<file path="config.mk">
export PLATFORM = sky130hd
export DESIGN_NAME = mult_div_unit
export DESIGN_NICKNAME = d
export VERILOG_FILES = /design/src/rtl/mult_div_unit_pkg.sv /design/src/rtl/muldiv_step.sv /design/src/rtl/mult_div_unit.sv
export SDC_FILE = /design/constraint.sdc
export NUM_CORES = 1
export LEC_CHECK = 0
export ABC_AREA = 1
export CORE_MARGIN = 2
export CORE_UTILIZATION = 40
export DETAILED_ROUTE_END_ITERATION = 6
export GPL_TIMING_DRIVEN = 0
export PLACE_DENSITY = 0.58
export SETUP_SLACK_MARGIN = 0.1
export SLEW_MARGIN = 10
export SYNTH_ARGS = -nofsm -noshare
export SYNTH_HDL_FRONTEND = slang
export SYNTH_SLANG_ARGS = --single-unit
</file>
<file path="constraint.sdc">
create_clock -name clk -period 4.9 [get_ports clk]
set_input_delay 1.225 -clock clk [delete_from_list [all_inputs] [get_ports clk]]
set_output_delay 1.225 -clock clk [all_outputs]
set_load 0.02 [all_outputs]
</file>
<file path="src/rtl/mult_div_unit_pkg.sv">
// mult_div_unit_pkg: shared op encodings, FSM states and sizing for mult_div_unit
package mult_div_unit_pkg;
  localparam int DEF_DATA_BITS = 32;
  localparam logic [1:0] OP_MULTU = 2'b00;
  localparam logic [1:0] OP_MULT  = 2'b01;
  localparam logic [1:0] OP_DIVU  = 2'b10;
  localparam logic [1:0] OP_DIV   = 2'b11;
  typedef enum logic [1:0] {IDLE, RUN, FIX} state_t;
  function automatic int cnt_width(int n);
    return $clog2(n) + 1;
  endfunction
  localparam int DEF_CNT_BITS = cnt_width(DEF_DATA_BITS);
endpackage

</file>
<file path="src/rtl/muldiv_step.sv">
// muldiv_step: one shift-add multiply or restoring-divide iteration on a shared adder
module muldiv_step #(
  parameter int N = 32
) (
  input  logic [2*N-1:0] acc,
  input  logic [N-1:0]   opnd,
  input  logic           div,
  output logic [2*N-1:0] acc_next,
  output logic           q_bit
);
  logic [N:0] x, y;
  logic [N+1:0] sum;
  always_comb begin
    x = div ? acc[2*N-1:N-1] : {1'b0, acc[2*N-1:N]};
    y = div ? ~{1'b0, opnd} : (acc[0] ? {1'b0, opnd} : '0);
    sum = {1'b0, x} + {1'b0, y} + {{(N+1){1'b0}}, div};
    q_bit = div & sum[N+1];
    acc_next = div ? {(q_bit ? sum[N-1:0] : x[N-1:0]), acc[N-2:0], 1'b0}
                   : {sum[N:0], acc[N-1:1]};
  end
endmodule

</file>
<file path="src/rtl/mult_div_unit.sv">
// mult_div_unit: iterative MULT/MULTU/DIV/DIVU owning HI/LO; MULDIV_EARLY_OUT_EN enables multiply early-out
module mult_div_unit
  import mult_div_unit_pkg::*;
#(
  parameter int DATA_BITS = DEF_DATA_BITS
) (
  input  logic                 clk,
  input  logic                 rst,
  input  logic                 start,
  input  logic [1:0]           op,
  input  logic [DATA_BITS-1:0] a,
  input  logic [DATA_BITS-1:0] b,
  input  logic                 hi_we,
  input  logic                 lo_we,
  input  logic [DATA_BITS-1:0] wdata,
  output logic                 busy,
  output logic                 done,
  output logic                 div_by_zero,
  output logic [DATA_BITS-1:0] hi,
  output logic [DATA_BITS-1:0] lo
);
  localparam int N = DATA_BITS;
  localparam int CW = cnt_width(N);
  state_t state;
  logic [CW-1:0] cnt;
  logic [2*N-1:0] acc, acc_next, prod;
  logic [N-1:0] opnd, a_raw, mag_a, mag_b, quo, rem, fix_hi, fix_lo;
  logic is_div, neg_q, neg_r, dz, q_bit, sa, sb;
  muldiv_step #(.N(N)) u_step (
    .acc(acc), .opnd(opnd), .div(is_div), .acc_next(acc_next), .q_bit(q_bit)
  );
  always_comb begin
    sa = op[0] & a[N-1];
    sb = op[0] & b[N-1];
    mag_a = sa ? -a : a;
    mag_b = sb ? -b : b;
    prod = neg_q ? -acc : acc;
    quo = neg_q ? -acc[N-1:0] : acc[N-1:0];
    rem = neg_r ? -acc[2*N-1:N] : acc[2*N-1:N];
    fix_hi = !is_div ? prod[2*N-1:N] : dz ? a_raw : rem;
    fix_lo = !is_div ? prod[N-1:0] : dz ? '1 : quo;
  end
`ifdef MULDIV_EARLY_OUT_EN
  logic [N-1:0] mask;
  always_comb mask = N'(({{N{1'b0}}, 1'b1} << cnt) - 1'b1);
`endif
  always_ff @(posedge clk) begin
    if (rst) begin
      state <= IDLE;
      cnt <= '0;
      acc <= '0;
      opnd <= '0;
      a_raw <= '0;
      is_div <= 1'b0;
      neg_q <= 1'b0;
      neg_r <= 1'b0;
      dz <= 1'b0;
      hi <= '0;
      lo <= '0;
      busy <= 1'b0;
      done <= 1'b0;
      div_by_zero <= 1'b0;
    end else begin
      done <= 1'b0;
      case (state)
        IDLE: begin
          if (hi_we) hi <= wdata;
          if (lo_we) lo <= wdata;
          if (start) begin
            is_div <= op[1];
            neg_q <= sa ^ sb;
            neg_r <= sa;
            dz <= op[1] & (b == '0);
            a_raw <= a;
            opnd <= op[1] ? mag_b : mag_a;
            acc <= {{N{1'b0}}, op[1] ? mag_a : mag_b};
            cnt <= CW'(N);
            busy <= 1'b1;
            div_by_zero <= 1'b0;
            state <= RUN;
          end
        end
        RUN: begin
`ifdef MULDIV_EARLY_OUT_EN
          if (!is_div && (acc[N-1:0] & mask) == '0) begin
            acc <= acc >> cnt;
            state <= FIX;
          end else begin
`else
          begin
`endif
            acc <= acc_next | (2*N)'(q_bit);
            cnt <= cnt - 1'b1;
            state <= cnt == CW'(1) ? FIX : RUN;
          end
        end
        FIX: begin
          hi <= fix_hi;
          lo <= fix_lo;
          div_by_zero <= dz;
          done <= 1'b1;
          busy <= 1'b0;
          state <= IDLE;
        end
        default: state <= IDLE;
      endcase
    end
  end
endmodule

</file>
==> results of run 1 <==
[logic make-up (layout without fill, tap and decap cells)]
family / Yosys count / count (layout)
adders and majority gates: 40 / 40
xor gates and xnor gates: 65 / 65
AOI/OAI and AO/OA: 729 / 729
DFF: 207 / 207
and+or+nand+nor: 1770 / 1770
buffers and inverters: 592 / 807
[worst paths after layout]
path          endpoint  slack, ns
max            acc[52]       0.35
min reg2reg  a_raw[19]       0.47
min          a_raw[19]       0.47
max reg2reg    acc[52]       0.35
[cell type report]
class                   instances  area (um2)
flip-flops and latches        207        4140
well taps                     607         759
fillers                      5211       24500
repair buffers                167        1670
clock buffers                  37         712
inverters                     410        1540
multi-input cells            2604       12300
plain buffers                 182         739
clock inverters                11         100
[repair_timing]
| item | CTS | global route |
|---|---|---|
| hold endpoints to repair | 0 | 0 |
| setup endpoints to repair | 0 | 5 |
| resized for setup | 0 | 3 |
| buffers inserted | 0 | 0 |
[worst max-delay path, stage by stage (launching register included)]
cell      delay, ns
dfxtp_1        0.31
buf_4          0.18
clkbuf_1       0.58
clkbuf_1       0.56
clkbuf_1       0.37
nor2_1         0.09
a21oi_1        0.48
ha_1           0.41
nand2_2        0.13
inv_1          0.05
nand2_1        0.07
nand2_1        0.07
nand2_1        0.11
nand2_1        0.10
a21oi_4        0.22
buf_2          0.27
nand4_1        0.12
nand3_1        0.11
nand2_1        0.08
a21oi_1        0.13
[flip-flops by register name (all words and copies together), names as in the netlist]
| name | cells |
|---|---|
| div_by_zero | 1 |
| a_raw | 32 |
| dz | 1 |
| lo | 32 |
| acc | 64 |
| state | 2 |
| neg_q | 1 |
| done | 1 |
| neg_r | 1 |
| opnd | 32 |
| is_div | 1 |
| cnt | 6 |
| busy | 1 |
| hi | 32 |
[stage by stage]
stage / hold WS, ns / instances
6_report: 0.466 / 4225
5_1_grt: 0.475 / 4225
4_1_cts: 0.463 / 4225
3_5_place_dp: 0.454 / 4177
3_3_place_gp: 0.442 / 4177
2_1_floorplan: 0.423 / 3403
[cells in the mapped netlist, drive strengths merged, types with 2 or more instances]
| master | count |
|---|---|
| a21oi | 338 |
| o31ai | 7 |
| or2 | 9 |
| o21a | 4 |
| inv | 400 |
| nand4 | 48 |
| xor2 | 52 |
| nor2 | 370 |
| xnor2 | 13 |
| nand3 | 296 |
| and2 | 6 |
| clkbuf | 134 |
| o211ai | 29 |
| and3 | 2 |
| o22ai | 2 |
| nand3b | 8 |
| buf | 48 |
| a221oi | 2 |
| fa | 2 |
| nand2 | 1002 |
| a31oi | 8 |
| dfxtp | 207 |
| o221ai | 5 |
| ha | 38 |
| o21ai | 328 |
| nor4 | 2 |
| clkinv | 10 |
| nor3 | 27 |
[routing by layer]
metal  GRT usage [%]  vias to the layer above
met4            16.1                        0
met5               0                        -
met1            54.7                    11200
met3            7.97                      246
li1                -                    11400
met2            58.5                     1461
[power groups by stage]
stage,Clock (mW),Sequential (mW),Combinational (mW)
floorplan,0,2.03,1.45
global placement,0,2.02,2.46
detailed placement,0,2.02,2.47
CTS,1.86,1.99,2.48
global route,1.93,2.01,2.76
finish,1.85,2.00,2.57
==> summary.md, run 1 <==
| Metric | Value |
|---|---|
| Skew-Pair Late Insertion Delay | `0.58 ns` |
| Hold path startpoint | `a_raw[19]` |
| Failing checks | `DRC` |
| Comb pwr share | `40.1%` |
| Top cells by area, synth | `dfxtp_1, nand2_1, a21oi_1` |
| Critical-path maximum fanout | `10` |
| # setup viols final | `0` |
| WL met3 | `around 11000 um` |
| Setup TNS | `0 ns` |
| Hpwl dp | `between 80000 and 90000 um` |
| Setup crit start kind | `flip-flop` |
| XOR/XNOR Fraction of Synth Area | `under 10%` |
| Total power | `around 6.4 mW` |
| PortBufs | `167` |
| Initial antenna violation count | `0` |
| Clk pwr share | `28.8%` |
| Final Cell Area | `approximately 22000 um2` |
| Largest net degree at the start of global routing | `15` |
| Synth Warn # | `0` |
| Iter 0 DRT Violations | `3141` |
| Die Span X | `about 220 um` |
| Post-synthesis mux area share | `0%` |
| Starting Density | `40.4%` |
| Period utilisation layout | `between 90% and 100%` |
| Final WS setup | `0.350 ns` |
| Net Sw Frac | `between 40 and 50%` |
| Slew headroom | `between 20% and 30%` |
| Adder-cell share of the synthesized area | `under 10%` |
| Compound-Gate Fraction of Synth Area | `roughly a fifth` |
| CTS H-tree depth | `1` |
| Clock Tree Root | `clkbuf_16` |
| Worst-case reg-to-reg path depth | `19` |
| CORE AREA | `between 40000 and 50000 um2` |
| Post-synth top area share | `around 22%` |
| Post-Syn Area | `roughly 19000 um2` |
| Area leader, netlist | `dfxtp_1` |
| Peak VDD IR | `0.283 mV` |
| Most common library cell in the layout ignoring fill and taps | `nand2_1` |
| Number of max-cap violations | `0` |
| Core Rows | `a little under 80` |
| N_diodes | `0` |
| M1 WL | `slightly above 40000 um` |
| Layout area overhead | `17.3%` |
| Worst Hold Class | `flip-flop to flip-flop` |
| Routability cong. | `1.10` |
| Commonest non-fill, non-tap cells in the layout | `nand2_1, inv_1, nor2_1, a21oi_1, nand3_1` |
| Wire per inst | `around 23 um` |
| Flop pwr share | `31.1%` |
| Largest family of logic cells by synthesized area | `simple AND/OR/NAND/NOR gates` |
| Avg Cell Area, Syn | `about 5.5 um2` |
| Via density | `~5.8` |
| Placed inst area | `21200 um2` |
| Worst setup path start | `is_div` |
| Total net switching power | `between 2 and 3 mW` |
| Vias | `24300` |
| Minimum clock period | `4.55 ns` |
| Clock sinks | `207` |
| Vias in the first global route | `between 20000 and 25000` |
| Grt total ovfl | `0` |
| Reg2reg start | `is_div` |
| Power Internal | `around 3.6 mW` |
| CTS tree | `done` |
| Final design utilization | `a little under half` |
| Clock skew | `between 0.02 and 0.03 ns` |
| Clock tree buffer depth | `3` |
| Register area share after synthesis | `22.1%` |
| Highest clock rate | `~0.22 GHz` |
| Pwr/cell area | `just under 300 nW/um2` |
| Number of synthesized register bits | `around 210` |
| CTS Buf Count | `26` |
| Ratio of cells with drive above 1 in the final layout | `about 3.6%` |
| Prevailing post-synth register cell | `dfxtp_1` |
| Critical path arrival | `roughly 5.0 ns` |
| Max-slew violation count | `0` |
| Post-synthesis cell type count | `between 50 and 60` |
| Post-Synth Simple-Gate Area | `around two fifths` |
| Gr usage total | `about two fifths` |
| RSZ-0062 raised after global routing | `false` |
| Worst setup EP type | `flip-flop` |
| Cts hold-fix bufs | `0` |
| Drt first pass iters | `7` |
| Global-route wire length before repair | `140000 um` |
| Cells after Synth | `3403` |
| Run status | `finished with violations` |
| Total wire length | `97400 um` |
| Die area | `48600 um2` |
| Uppermost layer routed | `met4` |
| Final nets | `between 3000 and 4000` |
| Clk slew on worst S/H paths | `0.06 ns` |
| Num ports | `between 150 and 200` |
| Crit Path Category | `flip-flop to flip-flop` |
| DR WL met2 | `40300 um` |
| Remaining antenna violation count | `0` |
| Final Hold Viols | `0` |
| Syn nets | `roughly 3500` |
| Tightest Pin Transition | `approximately 1.1 ns` |
| Leakage | `10.4 nW` |
| Worst EP required | `5.39 ns` |
| DIE HEIGHT | `approximately 220 um` |
| Dpl ws | `around 0.38 ns` |
| # DRC | `1` |
| EDFF count, synth | `0` |
| FFs w/ async S/R, synth | `0%` |
| Hold path cells | `2` |
(Power assumes the default switching activity.)
==> run 2, diff against run 1 <==
--- a/config.mk
+++ b/config.mk
@@ -6,6 +6,7 @@
 export NUM_CORES = 1
 export LEC_CHECK = 0
 export ABC_AREA = 1
+export ABC_CLOCK_PERIOD_IN_PS = 4900
 export CORE_MARGIN = 2
 export CORE_UTILIZATION = 40
 export DETAILED_ROUTE_END_ITERATION = 6
==> results of run 2 <==
No change in the layout: final DEF, timing and power equal those of run 1.
